[src/rtl/i2s_pkg.sv]
// i2s_pkg: shared types and helpers for the I2S/TDM serial audio transmitter.
// Build option: I2S_TX_UNDERRUN_CNT_EN adds a saturating underrun counter output.
package i2s_pkg;

   typedef enum logic {I2S_MODE_PHILIPS, I2S_MODE_LJ} i2s_mode_e;

   typedef enum logic {ST_IDLE, ST_RUN} tx_state_e;

   function automatic int clog2(input int v);
      int r;
      r = 0;
      for (int i = 0; i < 31; i++)
         if ((1 << i) < v) r = i + 1;
      return r;
   endfunction

   function automatic int frame_bits(input int n_ch, input int slot_w);
      return n_ch * slot_w;
   endfunction

endpackage

[src/rtl/i2s_tdm_tx_bclk_gen.sv]
// i2s_bclk_gen: clk-domain divider that produces the bit clock as a register
// plus single-cycle strobes marking the cycles where bclk rises or falls.
module i2s_bclk_gen
   import i2s_pkg::*;
#(
   parameter int CLK_DIV_HALF = 4
)(
   input  logic clk,
   input  logic reset,
   input  logic run,
   input  logic stop,
   output logic bclk,
   output logic rise_stb,
   output logic fall_stb
);

   localparam int DW = clog2(CLK_DIV_HALF + 1);
   localparam logic [DW-1:0] LAST = DW'(CLK_DIV_HALF - 1);

   logic [DW-1:0] div_cnt;
   logic          tick;

   assign tick     = run && (div_cnt == LAST);
   assign rise_stb = tick && !bclk;
   assign fall_stb = tick && bclk;

   always_ff @(posedge clk) begin
      if (reset || stop) begin
         div_cnt <= '0;
         bclk    <= 1'b0;
      end else if (run) begin
         if (tick) begin
            div_cnt <= '0;
            bclk    <= !bclk;
         end else begin
            div_cnt <= div_cnt + 1'b1;
         end
      end
   end

endmodule

[src/rtl/i2s_tdm_tx.sv]
// i2s_tdm_tx: frame FIFO plus MSB-first I2S/TDM serialiser, fully in the clk domain.
// Build option: I2S_TX_UNDERRUN_CNT_EN adds output underrun_cnt[15:0].
module i2s_tdm_tx
   import i2s_pkg::*;
#(
   parameter int CLK_DIV_HALF = 4,
   parameter int SAMPLE_W     = 16,
   parameter int SLOT_W       = 16,
   parameter int N_CH         = 2,
   parameter int FIFO_DEPTH   = 4
)(
   input  logic                     clk,
   input  logic                     reset,
   input  logic                     enable,
   input  logic                     mode,
   input  logic                     s_valid,
   output logic                     s_ready,
   input  logic [N_CH*SAMPLE_W-1:0] s_data,
   output logic                     bclk,
   output logic                     lrclk,
   output logic                     sdata,
   output logic                     underrun,
`ifdef I2S_TX_UNDERRUN_CNT_EN
   output logic [15:0]              underrun_cnt,
`endif
   output logic                     busy
);

   localparam int DW = N_CH * SAMPLE_W;
   localparam int FB = frame_bits(N_CH, SLOT_W);
   localparam int AW = clog2(FIFO_DEPTH);
   localparam int BW = clog2(SLOT_W + 1);
   localparam int CW = clog2(N_CH + 1);
   localparam logic [AW:0]   FULL_CNT  = (AW+1)'(FIFO_DEPTH);
   localparam logic [BW-1:0] BIT_LAST  = BW'(SLOT_W - 1);
   localparam logic [CW-1:0] SLOT_LAST = CW'(N_CH - 1);

   logic [DW-1:0] mem [FIFO_DEPTH];
   logic [AW-1:0] wr_ptr, rd_ptr;
   logic [AW:0]   count;
   logic          full, empty, push, pop;
   logic [DW-1:0] fifo_q;

   tx_state_e     state_q, state_d;
   i2s_mode_e     mode_q, mode_nxt;
   logic [FB-1:0] shreg, fmt;
   logic [BW-1:0] bit_cnt, nb;
   logic [CW-1:0] slot_cnt, ns;
   logic          lj_prev, lj_bit, lr_nxt;
   logic          load, go_idle, step, frame_end;
   logic          fall_stb, unused_rise;

   assign full    = (count == FULL_CNT);
   assign empty   = (count == '0);
   assign s_ready = !reset && !full;
   assign push    = s_valid && s_ready;
   assign pop     = load && !empty;
   assign fifo_q  = empty ? '0 : mem[rd_ptr];

   always_ff @(posedge clk)
      if (push) mem[wr_ptr] <= s_data;

   always_ff @(posedge clk) begin
      if (reset) begin
         wr_ptr <= '0;
         rd_ptr <= '0;
         count  <= '0;
      end else begin
         if (push) wr_ptr <= wr_ptr + 1'b1;
         if (pop)  rd_ptr <= rd_ptr + 1'b1;
         if (push && !pop)      count <= count + 1'b1;
         else if (pop && !push) count <= count - 1'b1;
      end
   end

   i2s_bclk_gen #(
      .CLK_DIV_HALF(CLK_DIV_HALF)
   ) u_bclk (
      .clk     (clk),
      .reset   (reset),
      .run     (state_q == ST_RUN),
      .stop    (go_idle),
      .bclk    (bclk),
      .rise_stb(unused_rise),
      .fall_stb(fall_stb)
   );

   assign frame_end = fall_stb && (bit_cnt == BIT_LAST)
                      && (slot_cnt == SLOT_LAST);

   always_comb begin
      state_d = state_q;
      load    = 1'b0;
      go_idle = 1'b0;
      unique case (state_q)
         ST_IDLE: if (enable) begin
            state_d = ST_RUN;
            load    = 1'b1;
         end
         ST_RUN: if (frame_end) begin
            if (enable) begin
               load = 1'b1;
            end else begin
               state_d = ST_IDLE;
               go_idle = 1'b1;
            end
         end
      endcase
   end

   // Slot-formatted frame: ch0 at the top, each sample followed by zero padding
   always_comb begin
      fmt = '0;
      for (int k = 0; k < N_CH; k++)
         fmt[FB-1-k*SLOT_W -: SAMPLE_W] = fifo_q[k*SAMPLE_W +: SAMPLE_W];
   end

   always_comb begin
      nb = '0;
      ns = '0;
      if (!load) begin
         if (bit_cnt == BIT_LAST) begin
            ns = slot_cnt + 1'b1;
         end else begin
            nb = bit_cnt + 1'b1;
            ns = slot_cnt;
         end
      end
   end

   assign step     = load || (fall_stb && !go_idle);
   assign mode_nxt = load ? i2s_mode_e'(mode) : mode_q;
   assign lj_bit   = load ? fmt[FB-1] : shreg[FB-1];

   always_comb begin
      if (N_CH == 2)
         lr_nxt = (ns == CW'(1));
      else if (mode_nxt == I2S_MODE_LJ)
         lr_nxt = (ns == '0) && (nb == '0);
      else
         lr_nxt = (ns == SLOT_LAST) && (nb == BIT_LAST);
   end

   // lj_prev carries the previous bit so PHILIPS runs one bclk behind LJ
   always_ff @(posedge clk) begin
      if (reset) begin
         state_q  <= ST_IDLE;
         mode_q   <= I2S_MODE_PHILIPS;
         shreg    <= '0;
         bit_cnt  <= '0;
         slot_cnt <= '0;
         lj_prev  <= 1'b0;
         sdata    <= 1'b0;
         lrclk    <= 1'b0;
         underrun <= 1'b0;
      end else begin
         state_q  <= state_d;
         underrun <= load && empty;
         if (go_idle) begin
            bit_cnt  <= '0;
            slot_cnt <= '0;
            lj_prev  <= 1'b0;
            sdata    <= 1'b0;
            lrclk    <= 1'b0;
         end else if (step) begin
            bit_cnt  <= nb;
            slot_cnt <= ns;
            mode_q   <= mode_nxt;
            shreg    <= load ? {fmt[FB-2:0], 1'b0} : {shreg[FB-2:0], 1'b0};
            lj_prev  <= lj_bit;
            sdata    <= (mode_nxt == I2S_MODE_LJ) ? lj_bit : lj_prev;
            lrclk    <= lr_nxt;
         end
      end
   end

   assign busy = (state_q == ST_RUN);

`ifdef I2S_TX_UNDERRUN_CNT_EN
   always_ff @(posedge clk) begin
      if (reset)
         underrun_cnt <= '0;
      else if (underrun && (underrun_cnt != 16'hFFFF))
         underrun_cnt <= underrun_cnt + 16'd1;
   end
`endif

endmodule

[config.mk]
export PLATFORM = sky130hd
export DESIGN_NAME = i2s_tdm_tx
export DESIGN_NICKNAME = d
export VERILOG_FILES = /design/src/rtl/i2s_pkg.sv /design/src/rtl/i2s_tdm_tx_bclk_gen.sv /design/src/rtl/i2s_tdm_tx.sv
export SDC_FILE = /design/constraint.sdc
export NUM_CORES = 1
export LEC_CHECK = 0
export CAP_MARGIN = 25
export CORE_ASPECT_RATIO = 2
export CORE_MARGIN = 5
export CORE_UTILIZATION = 40
export DETAILED_ROUTE_END_ITERATION = 10
export GPL_TIMING_DRIVEN = 0
export HOLD_SLACK_MARGIN = 0.08
export PLACE_DENSITY = 0.68
export SLEW_MARGIN = 20
export SYNTH_ARGS = -nofsm -noshare
export SYNTH_HDL_FRONTEND = slang
export SYNTH_SLANG_ARGS = --single-unit
export TNS_END_PERCENT = 10
[constraint.sdc]
create_clock -name clk -period 3.41 [get_ports clk]
set_input_delay 1.023 -clock clk [delete_from_list [all_inputs] [get_ports clk]]
set_output_delay 1.023 -clock clk [all_outputs]
set_load 0.005 [all_outputs]
==> summary.txt, run 1 <==
Outcome
  • Outcome: finished, final reports clean

GRT
  • Global-route wire length before repair: 23.2 mm
  • Number of global-route vias before repair: 4483
  • GRT Util Overall: 14.0%
  • Overflow left after global routing: 0
  • Largest net degree at the start of global routing: 28
  • Initial antenna violation count: 1

Detailed routing
  • # DRC: 0
  • 1st-iter DRT viols: 200
  • Routed vias: 4035
  • DRT antenna net count: 0
  • DR WL/cell: 19.3 µm
  • Detailed-router iteration count before antenna repair: 4
  • Vias per cell: 5.43
  • WL final: 14.3 mm

Power
  • P_leak: 3.00 nW
  • Max rail drop VDD: 0.305 mV
  • PD cells: 630 nW/µm²

STA
  • Count of final hold-check violations: 0
  • Tightest Pin Transition: 708 ps
  • Max transition margin: 52.8%
  • Fmax: 0.299 GHz
  • RSZ-0062 raised after global routing: no
  • Post-Route Setup TNS: 0 ps
  • Setup Skew: 7.08 ps
  • Count of pins over their slew limit: 0
  • # setup viols final: 0
  • Period minus WS final: 3340 ps
  • Final period util: 98.0%

Layout
  • Fin area: 8890 µm²
  • Nets: 556
  • Area delta synth->final: 18.5%
  • # fillers: 1575
  • Share of layout cells above drive strength 1: 28.5%

Synthesis
  • Top_reg_cell synth: edfxtp_1
  • Syn_nets: 492
  • Sequential-to-total area share from yosys stat: 66.5%
  • Synth Area per Inst: 16.8 µm²
  • EDFF count, synth: 128
  • Area share of the largest cell type after synthesis: 51.2%
  • Synth cell types: 51
  • Yosys reg bits: 185
  • Mapped Area: 7500 µm²
  • Post-synth top area cell: edfxtp_1
  • Synth top area cells: edfxtp_1, dfxtp_1, mux4_2, a221oi_2, nor3_2
  • Count leader, synth: edfxtp_1
  • Yosys warning total: 0
  • Top cells by count, synth: edfxtp_1, dfxtp_1, nor2_1
  • Syn Inst Count: 446
  • Ys async rst share: 0%

Die
  • Initial Util: 40.2%
  • Core ar.: 18700 µm²
  • Chip Width: 107 µm
  • Die Footprint: 21800 µm²
  • Ports: 43
  • Row count: 71
  • Die height: 204 µm

Placed design
  • Port bufs: 41
  • Post-DP Area: 8270 µm²
  • DPL Wire Length: 9.67 mm
  • Final Wtd Congestion: 0.807

Clock network
  • TritonCTS clock tree: built
  • Clock sink total: 185
  • TritonCTS Buffers: 17
  • Reg clk slew, reported paths: 60 ps
  • Latest clock arrival within the worst-skew pair: 420 ps
  • H-tree levels: 4
  • Clk buf depth: 2
  • Clk root buf: clkbuf_16
  • Post-CTS setup buffer count: 0

Worst hold path
  • Hold crit path type: flop to flop
  • Hold depth: 2

Critical path
  • Critical Path Sink Type: primary output
  • R2R depth: 12
  • Reg2Reg Setup Slack: 730 ps
  • WS Path Type: input port to primary output
  • Crit Path Max Fanout: 6
  • CP Launch Type: input port
  • Crit path arrival time: 2320 ps
  • Critical Path RT: 2390 ps

Flow run
  • MaxCap Viol Count: 0
-- per-layer routing --
metal / vias to the layer above / track usage, % / part of all wire (%)
li1: 1880 / - / -
met1: 2072 / 14.6 / 37
met2: 60 / 26.6 / 58
met3: 23 / 2.91 / 2.4
met4: 0 / 5.76 / 2.4
met5: - / 0 / 0
-- registers in the layout, indices dropped and copies added (netlist names), named ones only --
register / flops
mem: 128
shreg: 31
bit_cnt: 5
count: 3
u_bclk.div_cnt: 3
rd_ptr: 2
slot_cnt: 2
wr_ptr: 2
busy: 1
lj_prev: 1
lrclk: 1
mode_q: 1
sdata: 1
u_bclk.bclk: 1
underrun: 1
-- cells by family after synthesis --
group,share of synthesized area (%)
compound gates,8.51
fa+ha+maj,1.60
flops,66.5
mux,10.0
buf+inv,2.87
simple gates,9.51
xor+xnor,1.05
-- per-stage QoR --
step	total power, mW	setup WS (ps)	hold slack (ps)	cells	utilization, %
floorplan	3.38	560	436	446	-
global placement	3.60	-344	450	706	43.9
detailed placement	3.66	-221	464	710	44.3
CTS	5.65	29.4	469	742	47.6
global route	5.82	26.2	499	743	47.6
finish	5.60	67.0	469	743	47.6
-- area by class of cell --
type | instances | area (µm²) | area share (%)
Tap cell | 219 | 274 | 3.08
Antenna cell | 1 | 2.50 | 0.0282
Inverter | 8 | 30.0 | 0.338
Clock inverter | 12 | 148 | 1.66
Multi-Input combinational cell | 225 | 2320 | 26.1
Sequential cell | 185 | 4980 | 56.1
Clock buffer | 20 | 457 | 5.14
Buffer | 28 | 185 | 2.08
Timing Repair Buffer | 45 | 490 | 5.52
-- worst max-delay path: stages --
cell and delay [ps]:
clkdlybuf4s50_1 540, a21oi_4 220, clkdlybuf4s50_1 530
-- path summary, 6_finish.rpt --
kind	startpoint	end
worst max-delay path	reset	s_ready
worst min-delay path	bit_cnt[4]	bit_cnt[4]
worst max register to register	bit_cnt[0]	count[2]
worst min register to register	bit_cnt[4]	bit_cnt[4]
-- repair_timing --
action / 4_1_cts / 5_1_grt
setup endpoints to repair: 1 / 1
hold buffers: 0 / 0
gates resized for setup: 1 / 1
pin swaps: 0 / 0
-- power by group --
group / switching, mW / internal (mW)
Clock: 0.801 / 1.19
Sequential: 0.0733 / 2.56
Combinational: 0.519 / 0.452
Total: 1.39 / 4.20
-- cells in the final DEF, fill, tap and decap left out, types with 5 or more instances in the layout --
master,n
a221oi_2,28
buf_2,7
buf_6,9
clkbuf_1,10
clkbuf_16,17
clkdlybuf4s50_1,41
dfxtp_1,57
edfxtp_1,128
ha_1,8
inv_1,8
mux4_2,32
nand2_1,7
nor2_1,52
nor3_1,6
nor3_2,27
xor2_1,5
(Power assumes the default switching activity.)
==> run 2, diff against run 1 <==
--- a/config.mk
+++ b/config.mk
@@ -12,6 +12,7 @@
 export DETAILED_ROUTE_END_ITERATION = 10
 export GPL_TIMING_DRIVEN = 0
 export HOLD_SLACK_MARGIN = 0.08
+export MAX_ROUTING_LAYER = met4
 export PLACE_DENSITY = 0.68
 export SLEW_MARGIN = 20
 export SYNTH_ARGS = -nofsm -noshare
==> run 2 against run 1 <==
Net effect:
- critical path depth is the same
- sequential share of layout area is the same
- first-iteration DRC count is 2.0% higher
- highest routed layer unchanged
==> summary.txt, run 2 (synthesis gave the netlist of run 1 again) <==
Layout
  • # fillers: 1575 (unchanged)
  • Area delta synth->final: 18.5% (unchanged)
  • Nets: 556 (unchanged)
  • Layout Utilization: 47.6% (unchanged)
  • Biggest regs: mem: 128 flops, shreg: 31 flops, bit_cnt: 5 flops (unchanged)
  • Most common library cell in the layout ignoring fill and taps: edfxtp_1 (unchanged)
  • Share of layout cells above drive strength 1: 28.5% (unchanged)
  • Max reg flops: 128 (unchanged)
  • Commonest cells after routing, fill and taps aside: edfxtp_1, dfxtp_1, nor2_1 (unchanged)
  • Top reg by flops: mem (unchanged)

Power
  • Max rail drop VDD: 0.305 mV (about the same)
  • P_leak: 3.00 nW (unchanged)
  • Total Power: 5.59 mW (was 5.60 mW)
  • PD cells: 629 nW/µm² (was 630 nW/µm²)

Clock network
  • TritonCTS clock tree: built (unchanged)
  • Clk buf depth: 2 (unchanged)
  • Post-CTS setup buffer count: 0 (unchanged)
  • Reg clk slew, reported paths: 60 ps (about the same)
  • Clock sink total: 185 (unchanged)
  • H-tree levels: 4 (unchanged)
  • TritonCTS Buffers: 17 (unchanged)
  • Clk root buf: clkbuf_16 (unchanged)
  • Hold buffers post-CTS: 0 (unchanged)
  • Latest clock arrival within the worst-skew pair: 420 ps (about the same)

STA
  • Post-Route Setup TNS: 0 ps (unchanged)
  • Final period util: 98.1% (was 98.0%)
  • # setup viols final: 0 (unchanged)
  • Count of final hold-check violations: 0 (unchanged)
  • Tightest Pin Transition: 689 ps (was 708 ps)
  • Count of pins over their slew limit: 0 (unchanged)
  • Hold Slack: 470 ps (was 469 ps)
  • Setup Skew: 6.66 ps (was 7.08 ps)
  • Fmax: 0.299 GHz (about the same)
  • RSZ-0062 raised after global routing: no (unchanged)
  • Setup WS post-layout: 65.0 ps (was 67.0 ps)
  • Period minus WS final: 3350 ps (was 3340 ps)
  • Max transition margin: 54.0% (was 52.8%)

Die
  • Die Footprint: 21800 µm² (unchanged)
  • Ports: 43 (unchanged)
  • Initial Util: 40.2% (unchanged)
  • Row count: 71 (unchanged)
  • Chip Width: 107 µm (unchanged)
  • Core ar.: 18700 µm² (unchanged)
  • Die height: 204 µm (unchanged)

GRT
  • Initial antenna violation count: 1 (unchanged)
  • Overflow left after global routing: 0 (unchanged)
  • Largest net degree at the start of global routing: 28 (unchanged)
  • Number of global-route vias before repair: 4488 (was 4483)
  • Global-route wire length before repair: 23.2 mm (about the same)
  • GRT Util Overall: 14.4% (was 14.0%)

Critical path
  • Crit path arrival time: 2320 ps (about the same)
  • Critical Path Sink Type: primary output (unchanged)
  • Critical path, cell by cell: clkdlybuf4s50_1 -> a21oi_4 -> clkdlybuf4s50_1 (unchanged)
  • CP startpoint: reset (unchanged)
  • Worst r2r src: bit_cnt[0] (unchanged)
  • CP delay by family, top: buffers and inverters (unchanged)
  • Critical Path Max Stage Delay: 540 ps (about the same)
  • Most used cell, CP: clkdlybuf4s50_1 (unchanged)
  • Buf+Inv Stages, Crit Path: 2 (unchanged)
  • Max stage delay cell, worst path: clkdlybuf4s50_1 (unchanged)
  • Critical Path RT: 2390 ps (about the same)
  • WS Path Type: input port to primary output (unchanged)
  • Crit Path Max Fanout: 6 (unchanged)
  • CP Launch Type: input port (unchanged)

Flow run
  • MaxCap Viol Count: 0 (unchanged)

Detailed routing
  • DR WL/cell: 19.3 µm (about the same)
  • 1st-iter DRT viols: 204 (was 200)
  • Routed vias: 4052 (was 4035)
  • Detailed-router iteration count before antenna repair: 4 (unchanged)
  • WL final: 14.3 mm (about the same)
  • # DRC: 0 (unchanged)
  • DRT antenna net count: 0 (unchanged)
  • Vias per cell: 5.45 (was 5.43)

Placed design
  • Final Wtd Congestion: 0.819 (was 0.807)
  • DPL Wire Length: 9.67 mm (unchanged)
  • Port bufs: 41 (unchanged)
  • Pre-CTS WS: -221 ps (unchanged)

Outcome
  • Outcome: finished, final reports clean (unchanged)

Worst hold path
  • Hold crit path type: flop to flop (unchanged)
  • HP Start: bit_cnt[4] (unchanged)
-- run 2: cell counts in the layout (fill, tap and decap cells not counted) --
No cell type changed its count.
-- run 2: where the power goes --
group          internal [mW]  switching [mW]  total [mW]
Combinational          0.452           0.518       0.969
Sequential              2.56          0.0735        2.64
Clock                   1.19           0.798        1.99
-- run 2: stage by stage --
| stage | cell area, µm² | cells |
|---|---|---|
| after detailed placement | 8270 | 710 |
| after floorplan | 7500 | 446 |
| after CTS | 8880 | 742 |
| final | 8890 | 743 |
| after global routing | 8890 | 743 |
| after global placement | 8190 | 706 |
-- run 2: worst paths after layout --
path         cells past startpoint  slack [ps]         end
max                              3          60     s_ready
min reg2reg                      2         470  bit_cnt[4]
max reg2reg                     12         730    count[2]
min                              2         470  bit_cnt[4]
-- run 2: worst min-delay path: stages, from the launching register on --
cell	delay, ps
dfxtp_1	320
nand3_1	60
a41oi_1	40
-- run 2: area by class of cell --
| cell class | count | area (µm²) | area share [%] |
|---|---|---|---|
| flip-flops and latches | 185 | 4980 | 56.1 |
| clock inverters | 12 | 148 | 1.66 |
| multi-input cells | 225 | 2320 | 26.1 |
| plain buffers | 28 | 185 | 2.08 |
| diodes | 1 | 2.50 | 0.0282 |
| clock buffers | 20 | 457 | 5.14 |
| repair buffers | 45 | 490 | 5.52 |
| inverters | 8 | 30.0 | 0.338 |
| well taps | 219 | 274 | 3.08 |
-- run 2: per-layer routing --
metal / vias up / track usage (%) / share of wire [%] / routed length [µm]
met2: 67 / 26.6 / 58 / 8330
li1: 1882 / - / - / -
met5: - / - / 0 / 0
met4: 0 / 5.49 / 2.3 / 329
met1: 2083 / 14.7 / 37 / 5350
met3: 20 / 2.85 / 2.1 / 305
-- run 2: what timing repair did --
item / in CTS / in global routing
resized for setup: 1 / 1
setup endpoints to repair: 1 / 1
pin swaps: 0 / 0
